File: src/rtl/flag_unit.sv
// flag_unit: producer of the {S,Z,C,V} FLAG bus for conditional-jump judgement.
// Computes flags from the execute-stage operands. Carries them through a
// LAT-deep writeback pipe, then commits them to the architectural FLAG register.
// Conditional jumps are stalled while any flag update is still in flight.
// Optional feature macro: FLAG_FWD_EN. When defined, FLAG is forwarded from the
// youngest in-flight entry and jmp_stall is tied low.
module flag_unit #(
  parameter int DATA_W = 16,
  parameter int LAT    = 2
) (
  input  logic              clk,
  input  logic              rst,
  input  logic              ex_valid,
  input  logic              ex_setflag,
  input  logic [1:0]        ex_op,
  input  logic [DATA_W-1:0] ex_a,
  input  logic [DATA_W-1:0] ex_b,
  input  logic              flush,
  input  logic              jmp_req,
  output logic [3:0]        FLAG,
  output logic              flag_busy,
  output logic              jmp_stall
);
  localparam int MSB = DATA_W - 1;

  typedef struct packed {
    logic s;
    logic z;
    logic c;
    logic v;
  } flags_t;

  localparam logic [1:0] OP_ADD   = 2'b00;
  localparam logic [1:0] OP_SUB   = 2'b01;
  localparam logic [1:0] OP_LOGIC = 2'b10;

  flags_t              ex_flags;
  logic [DATA_W:0]     sum_w;
  logic [DATA_W-1:0]   res_w;
  logic                c_w, v_w;

  logic   [LAT-1:0]    vld_q, vld_d;
  flags_t [LAT-1:0]    stg_q, stg_d;
  flags_t              flag_q, flag_d;

  // Flag arithmetic on the execute-stage operands. The extra top bit of sum_w
  // is the carry for ADD and the borrow (a < b unsigned) for SUB.
  always_comb begin
    sum_w = '0;
    res_w = '0;
    c_w   = 1'b0;
    v_w   = 1'b0;
    case (ex_op)
      OP_ADD: begin
        sum_w = {1'b0, ex_a} + {1'b0, ex_b};
        res_w = sum_w[MSB:0];
        c_w   = sum_w[DATA_W];
        v_w   = (ex_a[MSB] == ex_b[MSB]) && (res_w[MSB] != ex_a[MSB]);
      end
      OP_SUB: begin
        sum_w = {1'b0, ex_a} - {1'b0, ex_b};
        res_w = sum_w[MSB:0];
        c_w   = sum_w[DATA_W];
        v_w   = (ex_a[MSB] != ex_b[MSB]) && (res_w[MSB] != ex_a[MSB]);
      end
      OP_LOGIC: begin
        res_w = ex_a & ex_b;
      end
      default: begin
        res_w = {ex_a[MSB-1:0], 1'b0};
        c_w   = ex_a[MSB];
      end
    endcase
    ex_flags = '{s: res_w[MSB], z: (res_w == '0), c: c_w, v: v_w};
  end

  // Next state: the pipe shifts every cycle. flush squashes every entry,
  // including the one being created and the one about to commit.
  always_comb begin
    vld_d    = '0;
    stg_d    = stg_q;
    flag_d   = flag_q;
    stg_d[0] = ex_flags;
    for (int i = 1; i < LAT; i++) stg_d[i] = stg_q[i-1];
    if (!flush) begin
      vld_d[0] = ex_valid && ex_setflag;
      for (int i = 1; i < LAT; i++) vld_d[i] = vld_q[i-1];
      if (vld_q[LAT-1]) flag_d = stg_q[LAT-1];
    end
  end

  // State registers; reset discards in-flight entries and clears FLAG.
  always_ff @(posedge clk) begin
    if (rst) begin
      vld_q  <= '0;
      stg_q  <= '0;
      flag_q <= '0;
    end else begin
      vld_q  <= vld_d;
      stg_q  <= stg_d;
      flag_q <= flag_d;
    end
  end

  assign flag_busy = |vld_q;

`ifdef FLAG_FWD_EN
  flags_t fwd_w;
  logic   unused_jmp_req;
  assign  unused_jmp_req = jmp_req;

  // Forward the youngest in-flight flags; the lowest valid index wins.
  always_comb begin
    fwd_w = flag_q;
    for (int i = LAT-1; i >= 0; i--) begin
      if (vld_q[i]) fwd_w = stg_q[i];
    end
  end

  assign FLAG      = fwd_w;
  assign jmp_stall = 1'b0;
`else
  assign FLAG      = flag_q;
  assign jmp_stall = jmp_req && flag_busy;
`endif

endmodule
File: config.mk
export PLATFORM = sky130hd
export DESIGN_NAME = flag_unit
export DESIGN_NICKNAME = d
export VERILOG_FILES = /design/src/rtl/flag_unit.sv
export SDC_FILE = /design/constraint.sdc
export NUM_CORES = 1
export LEC_CHECK = 0
export ABC_AREA = 1
export BUFFER_PORTS_ARGS = -buffer_cell sky130_fd_sc_hd__buf_2
export CAP_MARGIN = 20
export CORE_ASPECT_RATIO = 1.75
export CORE_MARGIN = 2
export CORE_UTILIZATION = 63
export CTS_CLUSTER_DIAMETER = 200
export DETAILED_ROUTE_END_ITERATION = 6
export MAX_ROUTING_LAYER = met4
export PLACE_DENSITY = 0.92
export RECOVER_POWER = 100
export SLEW_MARGIN = 5
export SYNTH_ARGS = -nofsm -noshare
export SYNTH_HDL_FRONTEND = slang
export SYNTH_SLANG_ARGS = --single-unit
File: constraint.sdc
create_clock -name clk -period 6.2 [get_ports clk]
set_clock_uncertainty 0.2 [all_clocks]
set_input_delay 0.62 -clock clk [delete_from_list [all_inputs] [get_ports clk]]
set_output_delay 0.62 -clock clk [all_outputs]
set_load 0.01 [all_outputs]
==> results of run 1 <==
==> cell usage after synthesis (2+ instances only) <==
cell	count
a21oi_1	19
a21oi_2	2
and2_1	3
buf_2	2
buf_4	5
buf_6	2
clkbuf_1	2
clkinv_1	2
dfxtp_1	14
fa_1	2
ha_1	33
inv_1	100
inv_2	6
nand2_1	162
nand2_2	6
nand3_1	50
nand3_2	2
nand4_1	22
nor2_1	53
nor2_2	4
nor3_2	2
nor4_1	2
o21ai_0	11
o21ai_1	2
o21bai_1	2
or2_2	2
xor2_1	9
==> layout make-up <==
class | instances | area (µm²) | share of cell area [%]
Sequential cell | 14 | 280.3 | 9.043
Inverter | 108 | 405.4 | 13.08
Multi-Input combinational cell | 392 | 2079 | 67.10
Clock buffer | 4 | 55.05 | 1.776
Timing Repair Buffer | 45 | 215.2 | 6.944
Tap cell | 51 | 63.81 | 2.059
==> power groups by stage <==
stage          Combinational (W)  Clock [W]  Sequential [W]
6_report                0.000241  0.0000908       0.0000936
3_5_place_dp            0.000236          0       0.0000956
3_3_place_gp            0.000231          0       0.0000956
4_1_cts                 0.000237  0.0000905       0.0000936
5_1_grt                 0.000270  0.0000920       0.0000940
2_1_floorplan           0.000173          0       0.0000955
==> registers in the layout (all words and copies together) (netlist names) <==
name and flops:
stg_q 4, stg_d 4, vld_q 2, FLAG 4
==> stage by stage <==
stage / worst slack [ps] / util, %
floorplan: 3782 / -
global placement: 3299 / 70.27
detailed placement: 3290 / 70.27
CTS: 3531 / 71.53
global route: 3160 / 71.01
finish: 3371 / 71.01
==> placed cells by master, fill, tap and decap left out, types with 3 or more instances in the layout <==
cell,n
inv_1,100
nand3_1,50
nand2_2,3
clkbuf_8,4
xor2_1,9
buf_2,37
nor2_2,4
nor2_1,53
nand4_1,22
clkbuf_1,8
nand2_1,165
a21oi_1,19
ha_1,33
o21ai_0,11
inv_2,6
dfxtp_1,14
and2_1,3
==> worst register-to-register path, cell delays in order (launching register included) <==
cell and delay (ps):
dfxtp_1 340, inv_1 60, nor2_1 260, inv_1 160, nor2_1 140, nor2_1 60
==> layer usage <==
metal | GRT usage [%] | vias up
met5 | - | -
met4 | 28.86 | 0
met3 | 2.716 | 53
met2 | 72.52 | 140
met1 | 35.92 | 1552
li1 | - | 1704
==> kinds of logic (layout without fill, tap and decap cells) <==
group	Yosys count	count (layout)
compound gates	39	39
xor+xnor	9	9
simple gates	309	309
flops	14	14
buf+inv	119	157
fa+ha+maj	35	35
==> worst max path at each step <==
stage / from / slack (ps) / end / cells after the start
6_report: ex_a[0] / 3370 / stg_d[6]$_SDFF_PP0_ / 17
2_1_floorplan: ex_a[0] / 3780 / stg_d[6]$_SDFF_PP0_ / 16
4_1_cts: ex_a[0] / 3530 / stg_d[6]$_SDFF_PP0_ / 17
3_3_place_gp: ex_a[0] / 3300 / stg_d[6]$_SDFF_PP0_ / 15
3_5_place_dp: ex_a[0] / 3290 / stg_d[6]$_SDFF_PP0_ / 15
5_1_grt: ex_a[0] / 3160 / stg_d[6]$_SDFF_PP0_ / 17
==> qor.txt, run 1 <==
Status = finished clean
First-pass GRT wire length = 14.79 mm
Setup TNS = 0 ps
Resize count post-CTS = 0
Antenna diode count = 0
Post-synthesis mux area share = 0%
TritonCTS clock tree = done
Mapped Area = 2855 µm²
Crit path max-delay family = simple AND/OR/NAND/NOR gates
Post-CTS setup buffer count = 0
Sw frac = 46.18%
Fill count = 422
Worst rel slew slack = 35.76%
Total global routing overflow = 0
Final WL = 9.149 mm
Worst hold start = stg_d[7]$_SDFF_PP0_
Routed Antenna Nets = 0
DR top layer = met4
Synth top area share = 21.30%
Synth Area in XOR/XNOR = 2.761%
Final Instance Area = 3099 µm²
Worst R2R Path Depth = 5
All-layer global routing usage = 39.94%
Worst reg-to-reg setup slack = 4870 ps
Main combinational cell family by area after synthesis = simple AND/OR/NAND/NOR gates
Simple-Gate Fraction of Synth Area = 47.15%
Worst-skew pair later-pin latency = 250 ps
Num CTS Buffers = 3
Fin. Hold Viols = 0
Drt via density = 5.617
Sequential fraction of design power = 22.0%
H-tree levels = 1
Final net count = 639
Ports = 46
Clock slew at reported path FFs = 70 ps
Critical Path AT = 2800 ps
Worst Max-Slew Pin Slew = 960.1 ps
Number of core rows = 32
Pleak = 1.834 nW
RSZ-0062 raised after global routing = no
Sequential-to-total area share from yosys stat = 9.816%
Period utilisation layout = 45.64%
CP Capture Type = flop
Hold Path End = stg_q[7]$_SDFF_PP0_
Die width = 54.89 µm
Yosys warns = 0
Slowest library cell on the worst path = fa_1
Startpoint Class = input pin
Gate power share = 56.7%
Drt first pass iters = 5
Syn Nets = 600
Mean post-synth cell area = 5.439 µm²
Drt drc = 0
Asr flop ratio synth = 0%
Most frequent cell on the critical path = nand2_1
Final Setup Violations = 0
Non-filler cells, final = 614
Initial antenna violation count = 0
Top post-synthesis cells by area = nand2_1 (21%), ha_1 (14%), inv_1 (13%)
Synth Instances = 525
Most used DFF post-synth = dfxtp_1
Initial DRC count = 182
Clock Sinks = 14
Peak supply drop = 0.1561 mV
DR WL met2 = 4.930 mm
Final HPWL DP = 7.800 mm
Post-synth EDFFs = 0
Post-CTS Hold Buffers = 0
WP data required = 6170 ps
Via count = 3449
Final min period = 2829 ps
Synth cell types = 31
Vias in the first global route = 3389
IO Port Bufs = 45
MaxCap Viol Count = 0
Internal = 0.0002292 W
P_sw = 0.0001966 W
Wire per inst = 14.90 µm
Fraction of layout cells with a size suffix above 1 = 10.83%
Overall power = 0.0004258 W
Hold_ws = 198.4 ps
CTS Buffer Depth = 2
CP cell instances = buf_2 -> inv_1 -> ha_1 -> fa_1 -> inv_1 -> nand3_1 -> nand2_1 -> nand2_1 -> nand2_1 -> nand2_1 -> nand2_1 -> nand2_1 -> nand3_1 -> nand4_1 -> nor2_1 -> nand2_1 -> nor3_1
Die area = 5108 µm²
Adder-Cell Fraction of Synth Area = 15.86%
Power per Cell Area = 137.4 nW/µm²
CP bufs+invs = 3
Yosys reg bits = 14
Fmax = 353.4 MHz
Die height = 93.06 µm
Core area = 4364 µm²
Min-delay worst type = reg2reg
Placed insts = 610
Synthesis-to-layout area growth = 8.545%
Wire length on met1 = 3.052 mm
Routed met3 length = 406 µm
Worst flop-to-flop path endpoint = FLAG[1]$_SDFFE_PP0P_
CTS Root Cell = clkbuf_8
Synth area leader = nand2_1
R2R Path Start = vld_q[1]$_SDFF_PP0_
Placer congestion estimate = 1.084
CP Max Fanout = 4
Placed Instance Area = 3067 µm²
CP Class = in2reg
Clock network power share = 21.3%
Cells on Worst Hold Path = 2
Largest net degree at the start of global routing = 13
Slew Limit Fails = 0
Starting Density = 65.42%
Crit path largest cell delay = 410 ps
Post-synthesis compound-gate area fraction = 7.493%
Power figures use the tool's default switching activity.
==> run 2: changes to the inputs <==
--- a/config.mk
+++ b/config.mk
@@ -5,16 +5,16 @@
 export SDC_FILE = /design/constraint.sdc
 export NUM_CORES = 1
 export LEC_CHECK = 0
-export ABC_AREA = 1
+export ABC_AREA = 0
 export BUFFER_PORTS_ARGS = -buffer_cell sky130_fd_sc_hd__buf_2
 export CAP_MARGIN = 20
 export CORE_ASPECT_RATIO = 1.75
 export CORE_MARGIN = 2
-export CORE_UTILIZATION = 63
+export CORE_UTILIZATION = 52
 export CTS_CLUSTER_DIAMETER = 200
 export DETAILED_ROUTE_END_ITERATION = 6
 export MAX_ROUTING_LAYER = met4
-export PLACE_DENSITY = 0.92
+export PLACE_DENSITY = 0.82
 export RECOVER_POWER = 100
 export SLEW_MARGIN = 5
 export SYNTH_ARGS = -nofsm -noshare
==> constraint.sdc (replaced) <==
create_clock -name clk -period 2.4 [get_ports clk]
set_clock_uncertainty 0.2 [all_clocks]
set_input_delay 0.24 -clock clk [delete_from_list [all_inputs] [get_ports clk]]
set_output_delay 0.24 -clock clk [all_outputs]
set_load 0.01 [all_outputs]
==> run 2 against run 1 <==
Effect of this change: the run now ends with design-rule violations, negative setup slack left; global-route usage is 2.1 points lower; critical path depth is 4 lower; non-clock buffer count is 114 higher; critical path type unchanged; largest power group unchanged; highest routed layer unchanged.
==> qor.txt, run 2 <==
Status = finished, violations left (was finished clean)
Failing checks = design-rule violations, negative setup slack
Final min period = 3192 ps
Starting Density = 53.98% (was 65.42%)
TritonCTS clock tree = done (unchanged)
Fraction of layout cells with a size suffix above 1 = 42.02% (was 10.83%)
RSZ-0062 raised after global routing = yes (was no)
Period utilisation layout = 133.0%
Asr flop ratio synth = 0% (unchanged)
Drt via density = 6.801 (was 5.617)
Most frequent cell after synthesis = nor2_1 (was nand2_1)
CTS Buffer Depth = 2 (unchanged)
Internal = 0.0008465 W (was 0.0002292 W)
Routed Antenna Nets = 0 (unchanged)
Most frequent cells in the layout = buf_4 (112), nor2_1 (42), buf_2 (34), inv_1 (30), ha_1 (25) (was nand2_1 (165), inv_1 (100), nor2_1 (53), nand3_1 (50), buf_2 (37))
Synth area leader = ha_1 (was nand2_1)
Mean post-synth cell area = 7.217 µm² (was 5.439 µm²)
Final WS setup = -791.9 ps (was 3371 ps)
Startpoint Class = input pin (unchanged)
Post-synth EDFFs = 0 (unchanged)
Sw frac = 42.94% (was 46.18%)
Initial DRC count = 428 (was 182)
Sequential-to-total area share from yosys stat = 11.13% (was 9.816%)
IO Port Bufs = 45 (unchanged)
Hold_ws = 27.02 ps (was 198.4 ps)
Min-delay worst type = in2reg (was reg2reg)
CP Capture Type = flop (unchanged)
Synth top area share = 16.39% (was 21.30%)
First-pass GRT wire length = 15.77 mm (was 14.79 mm)
Synth cell types = 64 (was 31)
Ports = 46 (unchanged)
Initial antenna violation count = 0 (unchanged)
Clock Sinks = 14 (unchanged)
Yosys reg bits = 14 (unchanged)
Largest net degree at the start of global routing = 15 (was 13)
CP Max Fanout = 6 (was 4)
Syn Nets = 424 (was 600)
Grt met3 use = 3.495% (was 2.716%)
Sequential fraction of design power = 16.3% (was 22.0%)
Placed Instance Area = 3567 µm² (was 3067 µm²)
Worst-skew pair later-pin latency = 250 ps (about the same)
Die width = 56.61 µm (was 54.89 µm)
Placer congestion estimate = 0.9804 (was 1.084)
Met1 Use GR = 32.47% (was 35.92%)
Gr busiest metal = met2 (unchanged)
Vias in the first global route = 3589 (was 3389)
Final net count = 571 (was 639)
Core area = 4666 µm² (was 4364 µm²)
Yosys warns = 0 (unchanged)
Clock slew at reported path FFs = 60 ps (was 70 ps)
Final Setup Violations = 4 (was 0)
Synthesis-to-layout area growth = 58.37% (was 8.545%)
P_sw = 0.0006370 W (was 0.0001966 W)
Worst rel slew slack = 53.27% (was 35.76%)
Final WL = 12.41 mm (was 9.149 mm)
Most used DFF post-synth = dfxtp_1 (unchanged)
Fmax = 313.3 MHz
CP Class = in2reg (unchanged)
Final Instance Area = 3989 µm² (was 3099 µm²)
Via count = 3720 (was 3449)
Num CTS Buffers = 3 (unchanged)
Commonest non-fill, non-tap cell in the layout = buf_4 (was nand2_1)
Fin. Hold Viols = 0 (unchanged)
H-tree levels = 1 (unchanged)
Gate power share = 68.0% (was 56.7%)
WP data required = 2360 ps (was 6170 ps)
Drt drc = 18 (was 0)
Worst Max-Slew Pin Slew = 694.5 ps (was 960.1 ps)
Critical Path AT = 3160 ps (was 2800 ps)
Pleak = 1.823 nW (was 1.834 nW)
Final HPWL DP = 6.990 mm (was 7.800 mm)
Mapped Area = 2519 µm² (was 2855 µm²)
Slew Limit Fails = 0 (unchanged)
Clock network power share = 15.8% (was 21.3%)
Wire per inst = 22.68 µm (was 14.90 µm)
Peak supply drop = 0.5604 mV (was 0.1561 mV)
Drt first pass iters = 7 (was 5)
All-layer global routing usage = 37.79% (was 39.94%)
Antenna diode count = 0 (unchanged)
MaxCap Viol Count = 0 (unchanged)
M2 GR Usage = 71.03% (was 72.52%)
Die area = 5438 µm² (was 5108 µm²)
Synth Instances = 349 (was 525)
Top post-synthesis cells by area = ha_1 (16%), dfxtp_1 (11%), nor2_1 (6.3%) (was nand2_1 (21%), ha_1 (14%), inv_1 (13%))
CTS Root Cell = clkbuf_8 (unchanged)
Fin util = 85.49% (was 71.01%)
Number of core rows = 33 (was 32)
Die height = 96.07 µm (was 93.06 µm)
Total global routing overflow = 0 (unchanged)
Commonest cells in the netlist = nor2_1 (42), inv_1 (34), ha_1 (33) (was nand2_1 (162), inv_1 (100), nor2_1 (53))
Power per Cell Area = 371.9 nW/µm² (was 137.4 nW/µm²)
-- run 2: repair_timing --
action                                 CTS  global route
cloned                                   0             0
resized for setup                       34            26
endpoints found under the hold margin    1             0
setup endpoints to repair                4             4
hold buffers                             1             0
pin swaps                               20            25
setup buffers                            3             5
-- run 2: final cells by class --
type                            count  area, µm²
Sequential cell                    14      280.3
Multi-Input combinational cell    284       2340
Tap cell                           52      65.06
Inverter                           34      141.4
Timing Repair Buffer              159       1107
Clock buffer                        4      55.05
Fill cell                         243      676.9
-- run 2: logic make-up (layout without fill, tap and decap cells) --
| group | count (synthesis) | in the layout | synth area share [%] |
|---|---|---|---|
| multiplexers | 7 | 7 | 2.832 |
| flip-flops | 14 | 14 | 11.13 |
| buffers and inverters | 51 | 197 | 8.544 |
| AO/OA/AOI/OAI | 106 | 106 | 30.70 |
| adder cells (fa/ha/maj) | 35 | 35 | 17.98 |
| XOR/XNOR | 11 | 11 | 3.825 |
| AND/OR/NAND/NOR | 125 | 125 | 24.99 |
-- run 2: critical path, stage by stage --
cell and delay, ps:
buf_2 90, inv_1 40, ha_1 350, buf_4 180
and2b_1 290, a2111oi_4 400, nor3_2 140, nor2_1 150
o21ba_1 180, o21ai_1 190, a311oi_2 150, or4_4 500
a221oi_2 240
-- run 2: layer usage --
metal	vias to the layer above	share of wire (%)
met5	-	0
met4	0	13
met3	154	9.9
met2	364	47
met1	1644	30
li1	1558	-
-- run 2: worst paths after layout --
check / slack [ps] / cells past startpoint / from / endpoint
max: -790 / 13 / ex_b[4] / stg_d[6]$_SDFF_PP0_
min: 30 / 3 / ex_valid / vld_q[0]$_SDFF_PP0_
max reg2reg: 1040 / 3 / vld_q[1]$_SDFF_PP0_ / FLAG[0]$_SDFFE_PP0P_
min reg2reg: 250 / 1 / stg_d[4]$_SDFF_PP0_ / stg_q[4]$_SDFF_PP0_
-- run 2: power by group through the flow --
stage          combinational (W)  sequential (W)  clock, W
2_1_floorplan           0.000438        0.000246         0
3_3_place_gp            0.000755        0.000246         0
3_5_place_dp            0.000776        0.000246         0
4_1_cts                 0.000839        0.000242  0.000229
5_1_grt                  0.00105        0.000242  0.000238
6_report                 0.00101        0.000242  0.000234
-- run 2: metrics by stage --
stage          cells  setup WS, ps  total power [W]  TNS, ps
2_1_floorplan    349        -522.9        0.0006842   -522.9
3_3_place_gp     535        -853.8         0.001001    -2061
3_5_place_dp     535        -891.7         0.001022    -2278
4_1_cts          542        -655.1         0.001309    -1433
5_1_grt          547        -871.0         0.001533    -2079
6_report         547        -791.9         0.001484    -1786
